## src/rtl/regfile_dump_reader_if.sv

```systemverilog
// Beat/handshake bundle for regfile_dump_reader: control, register-file read port and output stream.
// master = dump reader side, slave = register file plus consumer side.
interface regfile_dump_reader_if #(
    parameter int DATA_WIDTH = 32,
    parameter int ADDR_WIDTH = 5
);
    logic                  start;
    logic                  abort;
    logic [ADDR_WIDTH-1:0] rf_addr;
    logic [DATA_WIDTH-1:0] rf_data;
    logic                  out_valid;
    logic                  out_ready;
    logic [DATA_WIDTH-1:0] out_data;
    logic [ADDR_WIDTH-1:0] out_addr;
    logic                  out_last;
    logic                  out_csum;
    logic                  busy;
    logic                  done;

    modport master (
        input  start, abort, rf_data, out_ready,
        output rf_addr, out_valid, out_data, out_addr, out_last, out_csum, busy, done
    );

    modport slave (
        output start, abort, rf_data, out_ready,
        input  rf_addr, out_valid, out_data, out_addr, out_last, out_csum, busy, done
    );
endinterface

```

## src/rtl/regfile_dump_reader.sv

```systemverilog
// Walks every register-file entry and streams it out as valid/ready beats.
// Define REGDUMP_CHECKSUM_EN to append a trailing XOR-checksum beat.
module regfile_dump_reader #(
    parameter int DATA_WIDTH = 32,
    parameter int ADDR_WIDTH = 5
) (
    input  logic                  clk,
    input  logic                  rst,
    regfile_dump_reader_if.master bus
);
    localparam logic [ADDR_WIDTH-1:0] LAST_IDX = {ADDR_WIDTH{1'b1}};
    localparam logic [ADDR_WIDTH-1:0] IDX_ONE  = {{(ADDR_WIDTH-1){1'b0}}, 1'b1};

`ifdef REGDUMP_CHECKSUM_EN
    typedef enum logic [2:0] {IDLE, READ, SEND, CSUM, DONE} state_t;
`else
    typedef enum logic [2:0] {IDLE, READ, SEND, DONE} state_t;
`endif

    state_t                state_q, state_d;
    logic [ADDR_WIDTH-1:0] index_q, index_d;
    logic [ADDR_WIDTH-1:0] out_addr_q, out_addr_d;
    logic [DATA_WIDTH-1:0] out_data_q, out_data_d;
    logic                  out_valid_q, out_valid_d;
    logic                  out_last_q, out_last_d;
    logic                  busy_q, busy_d;
    logic                  done_q, done_d;
    logic                  handshake;
    logic                  at_last;
    logic                  abort_live;
`ifdef REGDUMP_CHECKSUM_EN
    logic [DATA_WIDTH-1:0] acc_q, acc_d;
    logic                  out_csum_q, out_csum_d;
`endif

    assign handshake  = out_valid_q & bus.out_ready;
    assign at_last    = (index_q == LAST_IDX);
    assign abort_live = bus.abort && (state_q != IDLE) && (state_q != DONE);

    always_comb begin
        state_d     = state_q;
        index_d     = index_q;
        out_addr_d  = out_addr_q;
        out_data_d  = out_data_q;
        out_valid_d = out_valid_q;
        out_last_d  = out_last_q;
`ifdef REGDUMP_CHECKSUM_EN
        acc_d       = acc_q;
        out_csum_d  = out_csum_q;
`endif
        case (state_q)
            IDLE: begin
                if (bus.start) begin
                    index_d = '0;
                    state_d = READ;
`ifdef REGDUMP_CHECKSUM_EN
                    acc_d   = '0;
`endif
                end
            end
            READ: begin
                out_data_d  = bus.rf_data;
                out_addr_d  = index_q;
                out_valid_d = 1'b1;
`ifdef REGDUMP_CHECKSUM_EN
                out_last_d  = 1'b0;
                out_csum_d  = 1'b0;
`else
                out_last_d  = at_last;
`endif
                state_d     = SEND;
            end
            SEND: begin
                if (handshake) begin
`ifdef REGDUMP_CHECKSUM_EN
                    acc_d = acc_q ^ out_data_q;
`endif
                    if (!at_last) begin
                        index_d     = index_q + IDX_ONE;
                        out_valid_d = 1'b0;
                        state_d     = READ;
                    end else begin
`ifdef REGDUMP_CHECKSUM_EN
                        // Fold the final word in directly so the checksum beat follows without a gap.
                        out_data_d = acc_q ^ out_data_q;
                        out_addr_d = '0;
                        out_last_d = 1'b1;
                        out_csum_d = 1'b1;
                        state_d    = CSUM;
`else
                        out_valid_d = 1'b0;
                        out_last_d  = 1'b0;
                        state_d     = DONE;
`endif
                    end
                end
            end
`ifdef REGDUMP_CHECKSUM_EN
            CSUM: begin
                if (handshake) begin
                    out_valid_d = 1'b0;
                    out_last_d  = 1'b0;
                    out_csum_d  = 1'b0;
                    state_d     = DONE;
                end
            end
`endif
            DONE:    state_d = IDLE;
            default: state_d = IDLE;
        endcase

        // Abort overrides everything, including a handshake in the same cycle.
        if (abort_live) begin
            state_d     = IDLE;
            out_valid_d = 1'b0;
            out_last_d  = 1'b0;
`ifdef REGDUMP_CHECKSUM_EN
            out_csum_d  = 1'b0;
`endif
        end
    end

    assign busy_d = (state_d != IDLE);
    assign done_d = (state_d == DONE);

    always_ff @(posedge clk or negedge rst) begin
        if (!rst) begin
            state_q     <= IDLE;
            index_q     <= '0;
            out_addr_q  <= '0;
            out_data_q  <= '0;
            out_valid_q <= 1'b0;
            out_last_q  <= 1'b0;
            busy_q      <= 1'b0;
            done_q      <= 1'b0;
`ifdef REGDUMP_CHECKSUM_EN
            acc_q       <= '0;
            out_csum_q  <= 1'b0;
`endif
        end else begin
            state_q     <= state_d;
            index_q     <= index_d;
            out_addr_q  <= out_addr_d;
            out_data_q  <= out_data_d;
            out_valid_q <= out_valid_d;
            out_last_q  <= out_last_d;
            busy_q      <= busy_d;
            done_q      <= done_d;
`ifdef REGDUMP_CHECKSUM_EN
            acc_q       <= acc_d;
            out_csum_q  <= out_csum_d;
`endif
        end
    end

    assign bus.rf_addr   = index_q;
    assign bus.out_valid = out_valid_q;
    assign bus.out_data  = out_data_q;
    assign bus.out_addr  = out_addr_q;
    assign bus.out_last  = out_last_q;
    assign bus.busy      = busy_q;
    assign bus.done      = done_q;
`ifdef REGDUMP_CHECKSUM_EN
    assign bus.out_csum  = out_csum_q;
`else
    assign bus.out_csum  = 1'b0;
`endif
endmodule

```

## src/flat_wrapper.sv

```systemverilog
// flat-port wrapper written by rule: the top's interface ports become plain ports
module regfile_dump_reader_flat 
#(
    parameter int DATA_WIDTH = 32,
    parameter int ADDR_WIDTH = 5
)
  (clk, rst, bus_start, bus_abort, bus_rf_data, bus_out_ready, bus_rf_addr, bus_out_valid, bus_out_data, bus_out_addr, bus_out_last, bus_out_csum, bus_busy, bus_done);
  regfile_dump_reader_if #(.DATA_WIDTH(DATA_WIDTH), .ADDR_WIDTH(ADDR_WIDTH)) bus_i ();
  input  logic clk;
  input  logic rst;
  input wire logic [$bits(bus_i.start)-1:0] bus_start;
  input wire logic [$bits(bus_i.abort)-1:0] bus_abort;
  input wire logic [$bits(bus_i.rf_data)-1:0] bus_rf_data;
  input wire logic [$bits(bus_i.out_ready)-1:0] bus_out_ready;
  output wire logic [$bits(bus_i.rf_addr)-1:0] bus_rf_addr;
  output wire logic [$bits(bus_i.out_valid)-1:0] bus_out_valid;
  output wire logic [$bits(bus_i.out_data)-1:0] bus_out_data;
  output wire logic [$bits(bus_i.out_addr)-1:0] bus_out_addr;
  output wire logic [$bits(bus_i.out_last)-1:0] bus_out_last;
  output wire logic [$bits(bus_i.out_csum)-1:0] bus_out_csum;
  output wire logic [$bits(bus_i.busy)-1:0] bus_busy;
  output wire logic [$bits(bus_i.done)-1:0] bus_done;
  assign bus_i.start = bus_start;
  assign bus_i.abort = bus_abort;
  assign bus_i.rf_data = bus_rf_data;
  assign bus_i.out_ready = bus_out_ready;
  assign bus_rf_addr = bus_i.rf_addr;
  assign bus_out_valid = bus_i.out_valid;
  assign bus_out_data = bus_i.out_data;
  assign bus_out_addr = bus_i.out_addr;
  assign bus_out_last = bus_i.out_last;
  assign bus_out_csum = bus_i.out_csum;
  assign bus_busy = bus_i.busy;
  assign bus_done = bus_i.done;
  regfile_dump_reader #(.DATA_WIDTH(DATA_WIDTH), .ADDR_WIDTH(ADDR_WIDTH)) u_core (.clk(clk), .rst(rst), .bus(bus_i));
endmodule
```

## config.mk

```make
export PLATFORM = sky130hd
export DESIGN_NAME = regfile_dump_reader_flat
export DESIGN_NICKNAME = d
export VERILOG_FILES = /design/src/rtl/regfile_dump_reader_if.sv /design/src/rtl/regfile_dump_reader.sv /design/src/flat_wrapper.sv
export SDC_FILE = /design/constraint.sdc
export NUM_CORES = 1
export LEC_CHECK = 0
export CAP_MARGIN = 10
export CORE_ASPECT_RATIO = 1.1
export CORE_MARGIN = 2
export CORE_UTILIZATION = 43
export CTS_CLUSTER_DIAMETER = 30
export CTS_CLUSTER_SIZE = 30
export DETAILED_ROUTE_END_ITERATION = 7
export GPL_TIMING_DRIVEN = 0
export PLACE_DENSITY = 0.84
export SLEW_MARGIN = 0
export SYNTH_ARGS = -nofsm -noshare
export SYNTH_HDL_FRONTEND = slang
export SYNTH_SLANG_ARGS = --single-unit
```

## constraint.sdc

```tcl
create_clock -name clk -period 2 [get_ports clk]
set_input_delay 0.2 -clock clk [delete_from_list [all_inputs] [get_ports clk]]
set_output_delay 0.2 -clock clk [all_outputs]
set_load 0.02 [all_outputs]
```

==> results of run 1 <==
[timing repair]
action | CTS | global route
hold buffers | 1 | 0
endpoints found under the setup margin | 0 | 5
resized for setup | 0 | 4
setup buffers | 0 | 1
endpoints found under the hold margin | 25 | 0
[state kept, by name, indices dropped and copies added (netlist names)]
name and cells:
u_core.bus.done 1, u_core.bus.busy 1, u_core.bus.out_last 1, u_core.state_q 3, u_core.bus.out_addr 5, u_core.bus.out_data 32
u_core.bus.rf_addr 5, u_core.bus.out_valid 1
[placed cells by master (no fill, tap or decap), drive strengths merged, types with 2 or more instances in the layout]
master,Yosys,routed
nor2b,2,2
nand2,7,7
o21ai,4,4
nor2,5,5
buf,7,10
nor3,2,2
a21oi,2,2
dfrtp,49,49
nand3,5,5
conb,1,2
mux2,37,37
clkdlybuf4s50,0,81
clkbuf,0,7
ha,2,2
nand2b,4,4
or3,2,2
[per-stage QoR]
step	utilization	std cells	TNS (ns)
2_1_floorplan	-	144	0
3_3_place_gp	0.6392	282	-32.12
3_5_place_dp	0.6440	283	0
4_1_cts	0.6677	292	0
5_1_grt	0.6720	293	0
6_report	0.6720	293	0
[worst max-delay path, delay by kind of cell (launching register included)]
family	cells	cell delay, ns
and+or+nand+nor	4	0.82
DFF	1	0.44
muxes	1	0.12
adders and majority gates	2	0.40
[metal layers]
metal / global-route usage / vias to the layer above
li1: - / 683
met3: 0.04731 / 2
met1: 0.2184 / 708
met5: 0 / -
met2: 0.2642 / 55
met4: 0.03396 / 0
[logic make-up (layout without fill, tap and decap cells)]
family	count (synthesis)	in the layout	share of synthesized area
DFF	49	49	0.5840
muxes	38	38	0.2372
and+or+nand+nor	33	33	0.09417
AOI/OAI and AO/OA	12	12	0.03695
buffers and inverters	7	100	0.02980
adders and majority gates	2	2	0.01192
other	1	2	0.001786
xor gates and xnor gates	1	1	0.004172
[final timing paths]
kind	to	slack, ns	cells past startpoint
hold / removal	u_core.bus.out_data[21]	0.46	2
max in group asynchronous	u_core.bus.rf_addr[0]	0.98	3
setup reg to reg	u_core.bus.rf_addr[2]	0.10	7
hold reg to reg	u_core.bus.out_data[29]	0.51	1
min in group clk	u_core.bus.out_data[29]	0.51	1
setup / recovery	u_core.bus.rf_addr[2]	0.10	7
[where the power goes]
part	switching [mW]	total (mW)	internal, mW	leakage [nW]
Sequential	0.0891	1.25	1.16	0.612
Clock	0.301	0.614	0.313	0.0542
Combinational	0.385	0.920	0.535	0.728
[final cells by class]
| type | count | area [um2] | area share |
|---|---|---|---|
| Buffer | 7 | 62.56 | 0.01987 |
| Multi-Input combinational cell | 88 | 825.8 | 0.2623 |
| Timing Repair Buffer | 85 | 860.8 | 0.2734 |
| Sequential cell | 49 | 1227 | 0.3899 |
| Clock inverter | 1 | 5.005 | 0.001590 |
| Clock buffer | 7 | 96.34 | 0.03060 |
| Tap cell | 56 | 70.07 | 0.02226 |
==> impl_metrics.env, run 1 <==
export IMPL_vias_per_cell=4.942
export IMPL_start_util=0.4482
export IMPL_place_congestion=0.7537
export IMPL_start_kind="flop"
export IMPL_antenna_found_initial=0
export IMPL_holdWs_ns=0.4622
export IMPL_end_kind="flop"
export IMPL_dp_hpwl_um=3094
export IMPL_critPathMaxStageDelay_ns=0.44
export IMPL_avgSynthCellArea_um2=14.68
export IMPL_numClockSinks=49
export IMPL_rsz0062_at_grt="false"
export IMPL_hold_viol=0
export IMPL_synth_area_mm2=0.002100
export IMPL_die_h_um=77.29
export IMPL_insertion_delay_ns=0.28
export IMPL_irDropWorstVdd_uv=518.8
export IMPL_finalClockSkew_ns=0.005099
export IMPL_cp_required_ns=2.17
export IMPL_power_density_mw_per_mm2=882.9
export IMPL_dr_first_iter_drc_count=34
export IMPL_yosysTopAreaCell="dfrtp_1"
export IMPL_dpl_instance_area_mm2=0.003017
export IMPL_synthDistinctLibCells=37
export IMPL_synth_top_cell_area_share=0.5840
export IMPL_path_cells="ha_1 > and3_1 > ha_2 > or3_4 > nor2_1 > nand2_1 > mux2i_1"
export IMPL_cp_max_fo=5
export IMPL_grt_pass1_wl_um=7141
export IMPL_numPortBuffers=82
export IMPL_fin_crit_ns=1.896
export IMPL_rr_startpoint="u_core.bus.rf_addr[0]"
export IMPL_slew_headroom=0.5810
export IMPL_outcome="finished, final reports clean"
export IMPL_dr_wl_met2_um=2002
export IMPL_overflow=0
export IMPL_synthCells=143
export IMPL_h_tree_depth=2
export IMPL_async_flop_share=1.000
export IMPL_dp_slack_ns=0.05897
export IMPL_wl_per_cell_um=14.57
export IMPL_tightest_slew_ns=0.6285
export IMPL_holdCritPathClass="primary input to asynchronous set/reset pin"
export IMPL_grt_start_max_net_pins=27
export IMPL_dieArea_mm2=0.005458
export IMPL_firstDrtPassIters=4
export IMPL_fin_crit_sh=0.9479
export IMPL_p_leak_nw=1.394
export IMPL_rows=26
export IMPL_layout_drive_gt1_share=0.2658
export IMPL_cts_max_path_buffers=2
export IMPL_fin_area_mm2=0.003148
export IMPL_critPathLaunch="u_core.bus.rf_addr[0]"
export IMPL_grt_pass1_vias=1525
export IMPL_n_fill_cell=366
export IMPL_grt_usage=0.1627
export IMPL_synthFlopType="dfrtp_1"
export IMPL_path_clk_slew_ns=0.08
export IMPL_ys_seq_area_frac=0.5840
export IMPL_max_freq_ghz=0.5275
export IMPL_yosysWarnings=0
export IMPL_final_max_slew_viol_count=0
export IMPL_finalSetupViolations=0
export IMPL_max_cap_viol_count=0
export IMPL_antenna_left=0
export IMPL_cts_tree="yes"
export IMPL_die_w_um=70.63
export IMPL_synth_common_cells="dfrtp_1, mux2_4, mux2_2"
export IMPL_num_vias=1448
export IMPL_dr_max_layer_used="met4"
export IMPL_wl_met3_um=315
export IMPL_root_buffer="clkbuf_8"
export IMPL_cts_made_buffers=5
export IMPL_area_delta_synth_final_pct=49.94
export IMPL_synth_seq_cells=49
export IMPL_synthTopCellsByArea="dfrtp_1, mux2_4, mux2_2"
export IMPL_power_total_mw=2.779
export IMPL_ios=84
export IMPL_drc=0
export IMPL_met1_length_um=1933
export IMPL_worstPathArrival_ns=2.06
export IMPL_n_antenna_cell=0
export IMPL_synth_most_common_cell="dfrtp_1"
export IMPL_fp_coreArea_mm2=0.004684
export IMPL_wl_um=4268
export IMPL_setup_ws_ns=0.1042
export IMPL_crit_type="flop to flop"
export IMPL_final_net_count=275
export IMPL_synth_edf_count=0
export IMPL_slowest_stage="dfrtp_2"
Power figures use the tool's default switching activity.
==> inputs of run 2 (changes only) <==
--- a/config.mk
+++ b/config.mk
@@ -13,7 +13,7 @@
 export CTS_CLUSTER_SIZE = 30
 export DETAILED_ROUTE_END_ITERATION = 7
 export GPL_TIMING_DRIVEN = 0
-export PLACE_DENSITY = 0.84
+export PLACE_DENSITY = 0.8
 export SLEW_MARGIN = 0
 export SYNTH_ARGS = -nofsm -noshare
 export SYNTH_HDL_FRONTEND = slang
==> run 2 against run 1 <==
Net effect:
- count of clock-buffer cells in the layout is the same
- routed wire length increased by 12%
- final cell count increased by 0.34%
- clock power is 17% higher
- critical endpoint is now u_core.bus.rf_addr[0]
- largest power group unchanged
==> impl_metrics.env, run 2 (synthesis results as in run 1) <==
export IMPL_slowest_stage="dfrtp_2"
export IMPL_area_delta_synth_final_pct=50.77
export IMPL_fin_crit_sh=0.9662
export IMPL_dp_hpwl_um=3490
export IMPL_final_max_slew_viol_count=0
export IMPL_crit_family="simple AND/OR/NAND/NOR gates"
export IMPL_die_h_um=77.29
export IMPL_n_antenna_cell=0
export IMPL_finalSetupViolations=0
export IMPL_dr_first_iter_drc_count=41
export IMPL_antenna_found_initial=0
export IMPL_dieArea_mm2=0.005458
export IMPL_n_fill_cell=371
export IMPL_irDropWorstVdd_uv=408.2
export IMPL_p_int_mw=2.098
export IMPL_cts_made_buffers=5
export IMPL_grt_usage=0.1868
export IMPL_final_net_count=276
export IMPL_start_kind="flop"
export IMPL_p_leak_nw=1.400
export IMPL_grt_start_max_net_pins=33
export IMPL_power_density_mw_per_mm2=915.5
export IMPL_wl_um=4760
export IMPL_path_cells="ha_1 > and3_1 > ha_2 > or3_4 > or2_4 > nand3_1 > o21ai_1"
export IMPL_numClockSinks=49
export IMPL_die_w_um=70.63
export IMPL_fin_crit_ns=1.932
export IMPL_drc=0
export IMPL_cts_max_path_buffers=2
export IMPL_place_congestion=0.8012
export IMPL_vias_per_cell=4.935
export IMPL_max_freq_ghz=0.5175
export IMPL_path_clk_slew_ns=0.09
export IMPL_end_kind="flop"
export IMPL_finalClockSkew_ns=0.006016
export IMPL_max_cap_viol_count=0
export IMPL_grt_pass1_vias=1558
export IMPL_pwr_share_clk=0.249
export IMPL_start_util=0.4482
export IMPL_num_vias=1451
export IMPL_h_tree_depth=2
export IMPL_overflow=0
export IMPL_crit_type="flop to flop"
export IMPL_cts_tree="yes"
export IMPL_antenna_left=0
export IMPL_insertion_delay_ns=0.29
export IMPL_final_common_cell="clkdlybuf4s50_1"
export IMPL_power_frac_comb=0.321
export IMPL_layout_drive_gt1_share=0.2689
export IMPL_critPathMaxStageDelay_ns=0.44
export IMPL_ios=84
export IMPL_cp_required_ns=2.19
export IMPL_fp_coreArea_mm2=0.004684
export IMPL_final_cell_mix="clkdlybuf4s50_1, dfrtp_1, mux2_4, mux2_2, nand2_1"
export IMPL_power_total_mw=2.898
export IMPL_firstDrtPassIters=4
export IMPL_fin_util=0.6757
export IMPL_cp_max_fo=5
export IMPL_root_buffer="clkbuf_8"
export IMPL_largest_register_ffs=32
export IMPL_worstPathArrival_ns=2.12
export IMPL_numPortBuffers=82
export IMPL_crit_buf_inv=0
export IMPL_pwr_share_seq=0.431
export IMPL_hold_viol=0
export IMPL_p_sw_uw=799.5
export IMPL_outcome="finished, final reports clean"
export IMPL_holdWs_ns=0.3796
export IMPL_wl_per_cell_um=16.19
export IMPL_grt_pass1_wl_um=7928
export IMPL_rows=26
export IMPL_setup_tns_ns=0
export IMPL_netSwitchingFraction=0.2759
export IMPL_holdCritPathClass="primary input to asynchronous set/reset pin"
-- run 2: path summary, 6_finish.rpt --
kind / slack, ns / startpoint / end / cells past startpoint
worst max-delay path: 0.07 / u_core.bus.rf_addr[0] / u_core.bus.rf_addr[0] / 7
worst min-delay path: 0.38 / rst / u_core.bus.out_data[0] / 2
min in group clk: 0.51 / bus_rf_data[29] / u_core.bus.out_data[29] / 2
worst max register to register: 0.07 / u_core.bus.rf_addr[0] / u_core.bus.rf_addr[0] / 7
max in group asynchronous: 1.09 / rst / u_core.bus.rf_addr[0] / 3
worst min register to register: 0.51 / u_core.bus.out_data[11] / u_core.bus.out_data[11] / 1
-- run 2: final cells by class --
cell class | count | area [um2] | share of cell area
Timing Repair Buffer | 86 | 860.8 | 0.2719
Tap cell | 56 | 70.07 | 0.02213
Sequential cell | 49 | 1227 | 0.3877
Clock inverter | 1 | 30.03 | 0.009486
Clock buffer | 7 | 86.33 | 0.02727
Multi-Input combinational cell | 88 | 828.3 | 0.2617
Buffer | 7 | 62.56 | 0.01976
-- run 2: per-stage QoR --
step	area (um2)	cells	setup WS [ns]
2_1_floorplan	2103	144	0.06121
3_3_place_gp	2994	282	-0.6911
3_5_place_dp	3009	283	0.04520
4_1_cts	3136	292	0.005267
5_1_grt	3166	294	-0.01830
6_report	3166	294	0.06768
-- run 2: per-layer routing --
| layer | up-vias | GRT usage | routed length (um) |
|---|---|---|---|
| li1 | 685 | - | - |
| met1 | 716 | 0.2329 | 1934 |
| met2 | 43 | 0.3264 | 2574 |
| met3 | 7 | 0.03285 | 180 |
| met4 | 0 | 0.06226 | 71 |
| met5 | - | 0 | 0 |
-- run 2: power by group through the flow --
stage,Combinational (mW),Sequential [mW],Clock (mW)
3_3_place_gp,0.915,1.26,0
5_1_grt,0.979,1.27,0.782
4_1_cts,0.939,1.25,0.744
3_5_place_dp,0.935,1.27,0
6_report,0.929,1.25,0.720
2_1_floorplan,0.248,1.47,0
-- run 2: timing repair --
item	in CTS	in global routing
endpoints found under the setup margin	0	6
hold endpoints to repair	17	0
buffers inserted	0	2
gates resized for setup	0	5
hold buffers	1	0
